$ cat config.mk
export PLATFORM = sky130hd
export DESIGN_NAME = div_unit_flat
export DESIGN_NICKNAME = d
export VERILOG_FILES = /design/src/rtl/div_unit_pkg.sv /design/src/rtl/div_unit_if.sv /design/src/rtl/div_unit_step.sv /design/src/rtl/div_unit.sv /design/src/flat_wrapper.sv
export SDC_FILE = /design/constraint.sdc
export NUM_CORES = 1
export LEC_CHECK = 0
export BUFFER_PORTS_ARGS = -buffer_cell sky130_fd_sc_hd__buf_2
export CAP_MARGIN = 20
export CORE_UTILIZATION = 25
export CTS_CLUSTER_DIAMETER = 100
export DETAILED_ROUTE_END_ITERATION = 6
export SYNTH_ARGS = -nofsm -noshare
export SYNTH_HDL_FRONTEND = slang
export SYNTH_SLANG_ARGS = --single-unit
$ cat constraint.sdc
create_clock -name clk -period 7.7 [get_ports clk]
set_clock_uncertainty 0.15 [all_clocks]
set_input_delay 0.77 -clock clk [delete_from_list [all_inputs] [get_ports clk]]
set_output_delay 0.77 -clock clk [all_outputs]
set_load 0.02 [all_outputs]
$ cat src/rtl/div_unit_pkg.sv
// Shared constants for the execute-stage divider: FSM encodings, width and
// the divide-by-zero result, alongside the controller's divide opcode/funct codes.
package div_unit_pkg;
  localparam int DIV_WIDTH = 32;

  localparam logic [1:0] DIV_IDLE = 2'd0;
  localparam logic [1:0] DIV_RUN  = 2'd1;
  localparam logic [1:0] DIV_DONE = 2'd2;

  localparam logic [31:0] DIV_ZERO_QUO = 32'hFFFF_FFFF;

  localparam logic [5:0] OP_SPECIAL  = 6'h00;
  localparam logic [5:0] FUNCT_DIV   = 6'h1A;
  localparam logic [5:0] FUNCT_DIVU  = 6'h1B;
endpackage

$ cat src/rtl/div_unit_if.sv
// Execute-stage divide request/response bundle. start is accepted only in IDLE;
// ready is a one-cycle result-valid pulse; stall holds F/D/E while busy.
interface div_unit_if #(parameter int WIDTH = 32) ();
  logic             start;
  logic             signed_div;
  logic             cancel;
  logic [WIDTH-1:0] a;
  logic [WIDTH-1:0] b;
  logic             stall;
  logic             ready;
  logic [WIDTH-1:0] hi;
  logic [WIDTH-1:0] lo;
  logic [1:0]       state;

  modport master (
    output start, signed_div, cancel, a, b,
    input  stall, ready, hi, lo, state
  );

  modport slave (
    input  start, signed_div, cancel, a, b,
    output stall, ready, hi, lo, state
  );
endinterface

$ cat src/rtl/div_unit_step.sv
// One restoring shift-subtract iteration: shift {rem,quo} left, try subtracting
// the divisor, keep the result and set the quotient bit when it does not borrow.
module div_step #(
  parameter int WIDTH = 32
) (
  input  logic [WIDTH-1:0] rem,
  input  logic [WIDTH-1:0] quo,
  input  logic [WIDTH-1:0] divisor,
  output logic [WIDTH-1:0] rem_next,
  output logic [WIDTH-1:0] quo_next
);
  logic [WIDTH:0] rem_sh;
  logic [WIDTH:0] trial;

  assign rem_sh = {rem, quo[WIDTH-1]};
  assign trial  = rem_sh - {1'b0, divisor};

  // rem < divisor keeps rem_sh below 2*divisor, so a non-borrowing trial fits WIDTH bits.
  assign rem_next = trial[WIDTH] ? rem_sh[WIDTH-1:0] : trial[WIDTH-1:0];
  assign quo_next = {quo[WIDTH-2:0], ~trial[WIDTH]};
endmodule

$ cat src/rtl/div_unit.sv
// Multi-cycle restoring divider: magnitudes are divided by the unsigned core and
// signs are restored as the result is registered into hi (remainder) / lo (quotient).
module div_unit
  import div_unit_pkg::*;
#(
  parameter int WIDTH = DIV_WIDTH
) (
  input logic      clk,
  input logic      rst,
  div_unit_if.slave bus
);
  localparam int CW = $clog2(WIDTH + 1);

  logic [1:0]       state;
  logic [CW-1:0]    count;
  logic [WIDTH-1:0] rem, quo, divisor;
  logic             sign_q, sign_r;
  logic [WIDTH-1:0] hi, lo;
  logic             ready;
  logic [WIDTH-1:0] rem_next, quo_next;
  logic [WIDTH-1:0] a_mag, b_mag;
  logic             neg_a, neg_b;

  assign neg_a = bus.signed_div & bus.a[WIDTH-1];
  assign neg_b = bus.signed_div & bus.b[WIDTH-1];
  assign a_mag = neg_a ? -bus.a : bus.a;
  assign b_mag = neg_b ? -bus.b : bus.b;

  div_step #(.WIDTH(WIDTH)) u_step (
    .rem      (rem),
    .quo      (quo),
    .divisor  (divisor),
    .rem_next (rem_next),
    .quo_next (quo_next)
  );

  always_ff @(posedge clk) begin
    if (rst) begin
      state   <= DIV_IDLE;
      count   <= '0;
      rem     <= '0;
      quo     <= '0;
      divisor <= '0;
      sign_q  <= 1'b0;
      sign_r  <= 1'b0;
      hi      <= '0;
      lo      <= '0;
      ready   <= 1'b0;
    end else begin
      ready <= 1'b0;
      if (bus.cancel) begin
        state <= DIV_IDLE;
        count <= '0;
      end else begin
        case (state)
          DIV_IDLE: begin
            if (bus.start) begin
              if (bus.b == '0) begin
                // Divide by zero: raw dividend as remainder, all-ones quotient.
                hi    <= bus.a;
                lo    <= WIDTH'(DIV_ZERO_QUO);
                ready <= 1'b1;
                state <= DIV_DONE;
              end else begin
                quo     <= a_mag;
                divisor <= b_mag;
                rem     <= '0;
                sign_q  <= neg_a ^ neg_b;
                sign_r  <= neg_a;
                count   <= CW'(WIDTH);
                state   <= DIV_RUN;
              end
            end
          end
          DIV_RUN: begin
            rem   <= rem_next;
            quo   <= quo_next;
            count <= count - 1'b1;
            if (count == CW'(1)) begin
              // Sign fix-up lands with ready so DONE presents the final result.
              hi    <= sign_r ? -rem_next : rem_next;
              lo    <= sign_q ? -quo_next : quo_next;
              ready <= 1'b1;
              state <= DIV_DONE;
            end
          end
          DIV_DONE: state <= DIV_IDLE;
          default:  state <= DIV_IDLE;
        endcase
      end
    end
  end

  assign bus.stall = ((state == DIV_IDLE) && bus.start && !bus.cancel) || (state == DIV_RUN);
  assign bus.ready = ready;
  assign bus.hi    = hi;
  assign bus.lo    = lo;
  assign bus.state = state;
endmodule

$ cat src/flat_wrapper.sv
// flat-port wrapper written by rule: the top's interface ports become plain ports
module div_unit_flat import div_unit_pkg::*;
#(
  parameter int WIDTH = DIV_WIDTH
)
  (clk, rst, bus_start, bus_signed_div, bus_cancel, bus_a, bus_b, bus_stall, bus_ready, bus_hi, bus_lo, bus_state);
  div_unit_if #(.WIDTH(WIDTH)) bus_i ();
  input logic clk;
  input logic rst;
  input wire logic [$bits(bus_i.start)-1:0] bus_start;
  input wire logic [$bits(bus_i.signed_div)-1:0] bus_signed_div;
  input wire logic [$bits(bus_i.cancel)-1:0] bus_cancel;
  input wire logic [$bits(bus_i.a)-1:0] bus_a;
  input wire logic [$bits(bus_i.b)-1:0] bus_b;
  output wire logic [$bits(bus_i.stall)-1:0] bus_stall;
  output wire logic [$bits(bus_i.ready)-1:0] bus_ready;
  output wire logic [$bits(bus_i.hi)-1:0] bus_hi;
  output wire logic [$bits(bus_i.lo)-1:0] bus_lo;
  output wire logic [$bits(bus_i.state)-1:0] bus_state;
  assign bus_i.start = bus_start;
  assign bus_i.signed_div = bus_signed_div;
  assign bus_i.cancel = bus_cancel;
  assign bus_i.a = bus_a;
  assign bus_i.b = bus_b;
  assign bus_stall = bus_i.stall;
  assign bus_ready = bus_i.ready;
  assign bus_hi = bus_i.hi;
  assign bus_lo = bus_i.lo;
  assign bus_state = bus_i.state;
  div_unit #(.WIDTH(WIDTH)) u_core (.clk(clk), .rst(rst), .bus(bus_i));
endmodule
## After elaboration in Yosys (flattened, before gate mapping)

Cells that the tools add are included.

- Memories: 0
- ROM bits: 0
- Bits of input ports: 69
- RAM bits: 0
- Latch bits: 0
- Output and inout port bits: 68
- Logic and storage cells: 71
- Register bits after elaboration: 171

- Bitwise operators: 6
- Order comparisons: 0
- Divide/modulo/power cells: 0
- Reduce and logical (&&, ||, !) cells: 13
- Multiplexer cells: 30
- $mul: 0
- Equal/unequal tests: 6
- Add/subtract/negate cells: 6
- Shift operators: 0

Operators with widths:

| kind | number |
|---|---|
| 2-to-1 mux 32 bit | 15 |
| case mux 32 bit (2 select lines) | 4 |
| negation 32 bit | 4 |
| subtractor 33 x 32 -> 33 bit | 1 |
| logical NOT 32 bit | 1 |
| 2-to-1 mux 6 bit | 2 |
| case mux 6 bit (2 select lines) | 1 |
| AND reduction 4 bit | 2 |
| == test 6 x 1 -> 1 bit, second input constant | 1 |
| 2-to-1 mux 2 bit | 3 |
| subtractor 6 x 1 -> 6 bit, second input constant | 1 |
| AND reduction 5 bit | 1 |
| != test 2 x 1 -> 1 bit, second input constant | 2 |
| != test 2 bit, second input constant | 2 |
| case mux 2 bit (2 select lines) | 1 |
| 2-to-1 mux 1 bit | 3 |
| inverter 1 bit | 3 |
| AND reduction 3 bit | 1 |
| AND 1 bit | 2 |
| == test 2 x 1 -> 1 bit, second input constant | 1 |
| logical AND 1 bit | 2 |
| logical NOT 2 bit | 1 |
| case mux 1 bit (2 select lines) | 1 |
| AND reduction 2 bit | 1 |
| 5 further kinds | 5 |

## Depth between registers and ports, before layout

- Word-level depth: 6
- Mapped depth: 25
- Gate-level depth less buffers: 21

## Cells and area by module

Synthesis repeated with hierarchy kept, for this count alone.

- Cells, all modules: 1469
- Area total of the unflattened synthesis: 11782.6 um^2

By module, submodules not included:

| module | sequential area each (um^2) | instances | cells each | area an instance (um^2) |
|---|---|---|---|---|
| div_unit | 3423.3 | 1 | 1127 | 9293.9 |
| div_step | 0.0 | 1 | 342 | 2488.6 |

## Worst setup path before layout

OpenSTA, ideal clock, no wires.

- Kind: register to register
- Start point: register u_core.quo[31]
- End point: register u_core.hi[30], in the netlist u_core.bus.hi[30]
- Buffers on the path: 4
- Required time: 7.455 ns
- Clock period less this slack: 4.861 ns
- Setup time: 0.095 ns
- Path slack: 2.839 ns
- Arrival: 4.616 ns
- Cell stages (with the launch flop): 25
- Cells stage by stage: dfxtp_1 > inv_1 > ha_1 > fa_1 > nand2b_1 > a21oi_1 > o2111ai_1 > a21oi_2 > o21ai_1 > and2_4 > buf_6 > inv_2 > buf_4 > buf_2 > buf_1 > o21ai_0 > inv_1 > ha_1 > inv_1 > a31o_2 > nor3_1 > nand3_1 > o31ai_2 > xor2_1 > a221oi_1

- Word-level cells in the longest chain between the ends: 6

Ends and longest elaborated chain:

| element | RTL line | text |
|---|---|---|
| start: declaration | div_unit.sv:16 | `logic [WIDTH-1:0] rem, quo, divisor;` |
| start signal: assignment | div_unit.sv:65 | `quo <= a_mag;` |
| start signal: assignment | div_unit.sv:77 | `quo <= quo_next;` |
| subtractor 33 x 32 -> 33 bit | div_unit_step.sv:16 | `assign trial = rem_sh - {1'b0, divisor};` |
| 2-to-1 mux 32 bit (*) | div_unit_step.sv:19 | `assign rem_next = trial[WIDTH] ? rem_sh[WIDTH-1:0] : trial[WIDTH-1:0];` |
| negation 32 bit | div_unit.sv:81 | `hi <= sign_r ? -rem_next : rem_next;` |
| 2-to-1 mux 32 bit (*) | div_unit.sv:81 |  |
| 2-to-1 mux 32 bit (*) | div_unit.sv:79 | `if (count == CW'(1)) begin` |
| case mux 32 bit (2 select lines) (*) | div_unit.sv:55 | `case (state)` |
| end signal: assignment | div_unit.sv:60 | `hi <= bus.a;` |
| end signal: assignment | div_unit.sv:81 |  |
| end: declaration | div_unit.sv:18 | `logic [WIDTH-1:0] hi, lo;` |

Mark *: on every way between the ends. The rest lies on a longest branch, timed or not. The select of a mux whose other input is x is not followed.
A chain may end at the register's enable or synchronous reset.

## Worst setup path after layout

Ends and elaborated chain as after synthesis.

==> impl_metrics.py <==
metrics = {
    "critical_path": {
        "worst-path-max-fanout": 46,
        "required_ns": 7.90,
        "crit_family": "simple AND/OR/NAND/NOR gates",
        "worstSetupStartpointType": "register",
        "r2r_cells": 19,
        "path_cells": "inv_1 -> ha_1 -> fa_1 -> nand2b_1 -> a21oi_1 -> o2111ai_1 -> a21oi_2 -> or3_4 -> and2_4 -> inv_2 -> a21oi_1 -> ha_1 -> inv_1 -> a31o_2 -> nor3_1 -> nand3_1 -> o31ai_2 -> xor2_1 -> a221oi_1",
        "cp.buffers_inverters": 3,
        "cpPeakStageDelay_ns": 0.58,
        "r2r-start": "u_core.quo[31]",
        "reg2reg_slack_ns": 2.44,
        "crit_type": "reg -> reg",
        "arrival_ns": 5.46,
        "slowest_stage": "nor3_1",
        "crit_path_end_kind": "register",
        "r2r-end": "u_core.bus.hi[30]",
    },
    "detailed_routing": {
        "wl_um": 37100,
        "drtIter0Drc": 851,
        "drt_first_pass_iters": 6,
        "post_drt_wl_per_cell_um": 16.6,
        "routed_via_density": 5.03,
        "vias": 11300,
        "postRouteAntennaNets": 0,
        "route.detailed.drc": 0,
    },
    "finish": {
        "final_cell_mix": "239 x nor2_1, 171 x dfxtp_1, 158 x nand2_1",
        "final_common_cell": "nor2_1",
        "drive_gt1_share_pct": 13.7,
        "fin_nets": 1730,
        "syn_to_final_growth_pct": 14.6,
    },
    "pwr": {
        "p_leak_nw": 5.26,
        "p_per_area_nw_per_um2": 172,
        "vdd_drop_max_v": 0.000165,
        "finalPower_mw": 2.30,
    },
    "cts": {
        "clk_latency_ns": 0.46,
        "ctsHoldBuffers": 0,
        "clock-sinks": 171,
        "numCtsBuffers": 17,
        "ctsResizeCount": 0,
        "tritoncts": "built",
        "clockBufferDepth": 2,
        "root_buffer": "clkbuf_16",
        "clk_pin_slew_ns": 0.07,
        "cts_setup_buffers": 0,
        "htree_levels": 4,
    },
    "worst_hold_path": {
        "min-delay-start": "u_core.divisor[31]",
        "hold_class": "reg -> reg",
        "whs_endpoint": "u_core.divisor[31]",
        "worstHoldPathCells": 2,
    },
    "die": {
        "die_height_um": 218,
        "boundaryPins": 137,
        "dieArea_um2": 47500,
        "die_x_um": 218,
        "rows": 78,
        "initial_utilization_pct": 25.5,
        "core_um2": 45700,
    },
    "logic_synthesis": {
        "yosys_warnings": 0,
        "syn_avg_cell_area_um2": 7.49,
        "synth_cell_types": 74,
        "seq_area_frac_synth_pct": 29.3,
        "synth-main-ff-cell": "dfxtp_1",
        "syn_inst": 1557,
        "netlist_area_um2": 11700,
        "async_reset_ff_share_pct": 0,
        "ys_ff_latch": 171,
        "synth-edff-count": 0,
        "syn-num-nets": 1665,
    },
    "grt": {
        "antenna_found_initial": 1,
        "grt_pass1_vias": 10400,
        "grt_pass1_wl_um": 58100,
        "grt_usage_pct": 15.5,
        "grt_max_degree": 91,
        "grt-ovfl-total": 0,
    },
    "sta": {
        "finalMaxSlewViolations": 0,
        "finalCritPeriodShare_pct": 68.3,
        "setup_viol": 0,
        "maxSlewHeadroom_pct": 35.5,
        "fin_crit_ns": 5.26,
        "max_freq_ghz": 0.190,
        "rsz0062_at_grt": "false",
        "hold-worst-slack_ns": 0.307,
        "worstMarginPinSlew_ns": 0.964,
        "finalSetupTns_ns": 0,
        "hold_viol": 0,
    },
    "placement": {
        "port_buffers": 136,
        "hpwl_um": 28200,
        "place_congestion": 0.877,
    },
    "status": {
        "status": "finished, final reports clean",
    },
    "run": {
        "maxCapViolations": 0,
    },
}
==> cell families after synthesis <==
kind of cell    count (synthesis)  share of synthesized area [%]
flops                         171                           29.3
simple gates                  574                           22.3
mux                            15                           1.47
xor+xnor                      144                           10.8
fa+ha+maj                      39                           4.25
compound gates                453                           26.0
buf+inv                       161                           5.83
==> per-layer routing <==
metal	part of all wire, %	global-route usage (%)
met1	50	22.8
met2	42	23.0
met3	6.0	2.51
met4	1.6	4.01
met5	0	0
==> synthesized netlist by cell type (7+ instances only) <==
master / count / share of area [%]
o21ai_0: 77 / 3.3
buf_1: 7 / 0.23
a21oi_2: 9 / 0.68
clkbuf_1: 63 / 2.0
nand3_1: 23 / 0.99
mux2i_1: 7 / 0.60
nor4_1: 13 / 0.70
or3_1: 15 / 0.80
dfxtp_1: 171 / 29
xnor2_1: 62 / 4.7
or4_1: 8 / 0.51
nand2b_1: 13 / 0.70
a21oi_1: 114 / 4.9
and3_1: 7 / 0.38
xor2_1: 82 / 6.2
o41ai_1: 12 / 0.90
nand2_1: 159 / 5.1
a211oi_1: 85 / 5.5
o31ai_1: 23 / 1.5
a311oi_1: 22 / 1.7
ha_1: 38 / 4.1
nor3_1: 42 / 1.8
and2_1: 7 / 0.38
buf_2: 25 / 1.1
a22oi_1: 28 / 1.8
nor2_1: 240 / 7.7
nand4_1: 9 / 0.48
inv_1: 58 / 1.9
a21o_1: 7 / 0.45
nor2b_1: 9 / 0.48
a31oi_1: 13 / 0.70
==> state kept, by name (all words and copies together), names as in the netlist <==
name and count:
u_core.bus.hi 32, u_core.bus.lo 32, u_core.bus.ready 1, u_core.bus.state 2, u_core.count 6, u_core.divisor 32
u_core.quo 32, u_core.rem 32, u_core.sign_q 1, u_core.sign_r 1
==> power by group <==
group,total (mW),internal [mW],switching [mW]
sequential,0.935,0.911,0.0239
combinational,0.456,0.160,0.297
clock,0.913,0.525,0.388
total,2.30,1.59,0.709
==> how the worst max path moves through the flow <==
stage | start | end | depth (start not counted) | slack, ns
floorplan | u_core.quo[31] | u_core.bus.hi[30] | 24 | 2.84
global placement | bus_b[3] | u_core.bus.hi[14] | 13 | 2.48
detailed placement | bus_b[3] | u_core.bus.hi[14] | 13 | 2.38
CTS | u_core.quo[31] | u_core.bus.hi[30] | 19 | 2.46
global route | u_core.rem[10] | u_core.bus.hi[30] | 19 | 1.94
finish | u_core.quo[31] | u_core.bus.hi[30] | 19 | 2.44
==> per-stage QoR <==
stage          cells  utilization, %  instance area (um2)  setup WS, ns
2_1_floorplan   1557               -                11700          2.84
3_3_place_gp    2203            27.9                12800          2.48
3_5_place_dp    2203            27.9                12800          2.38
4_1_cts         2235            29.3                13400          2.46
5_1_grt         2236            29.3                13400          1.94
6_report        2236            29.3                13400          2.44
==> final cells by class <==
cell class	instances	area (um2)
diodes	1	2.50
clock buffers	20	447
clock inverters	12	163
fillers	5010	32300
inverters	59	221
multi-input cells	1225	7580
flip-flops and latches	171	3420
well taps	600	751
repair buffers	148	786
==> tightest hold or removal path, stage by stage, from the launching register on <==
cell and delay (ns):
dfxtp_1 0.31, nand2_1 0.05, a21oi_1 0.05
Power figures use the tool's default switching activity.
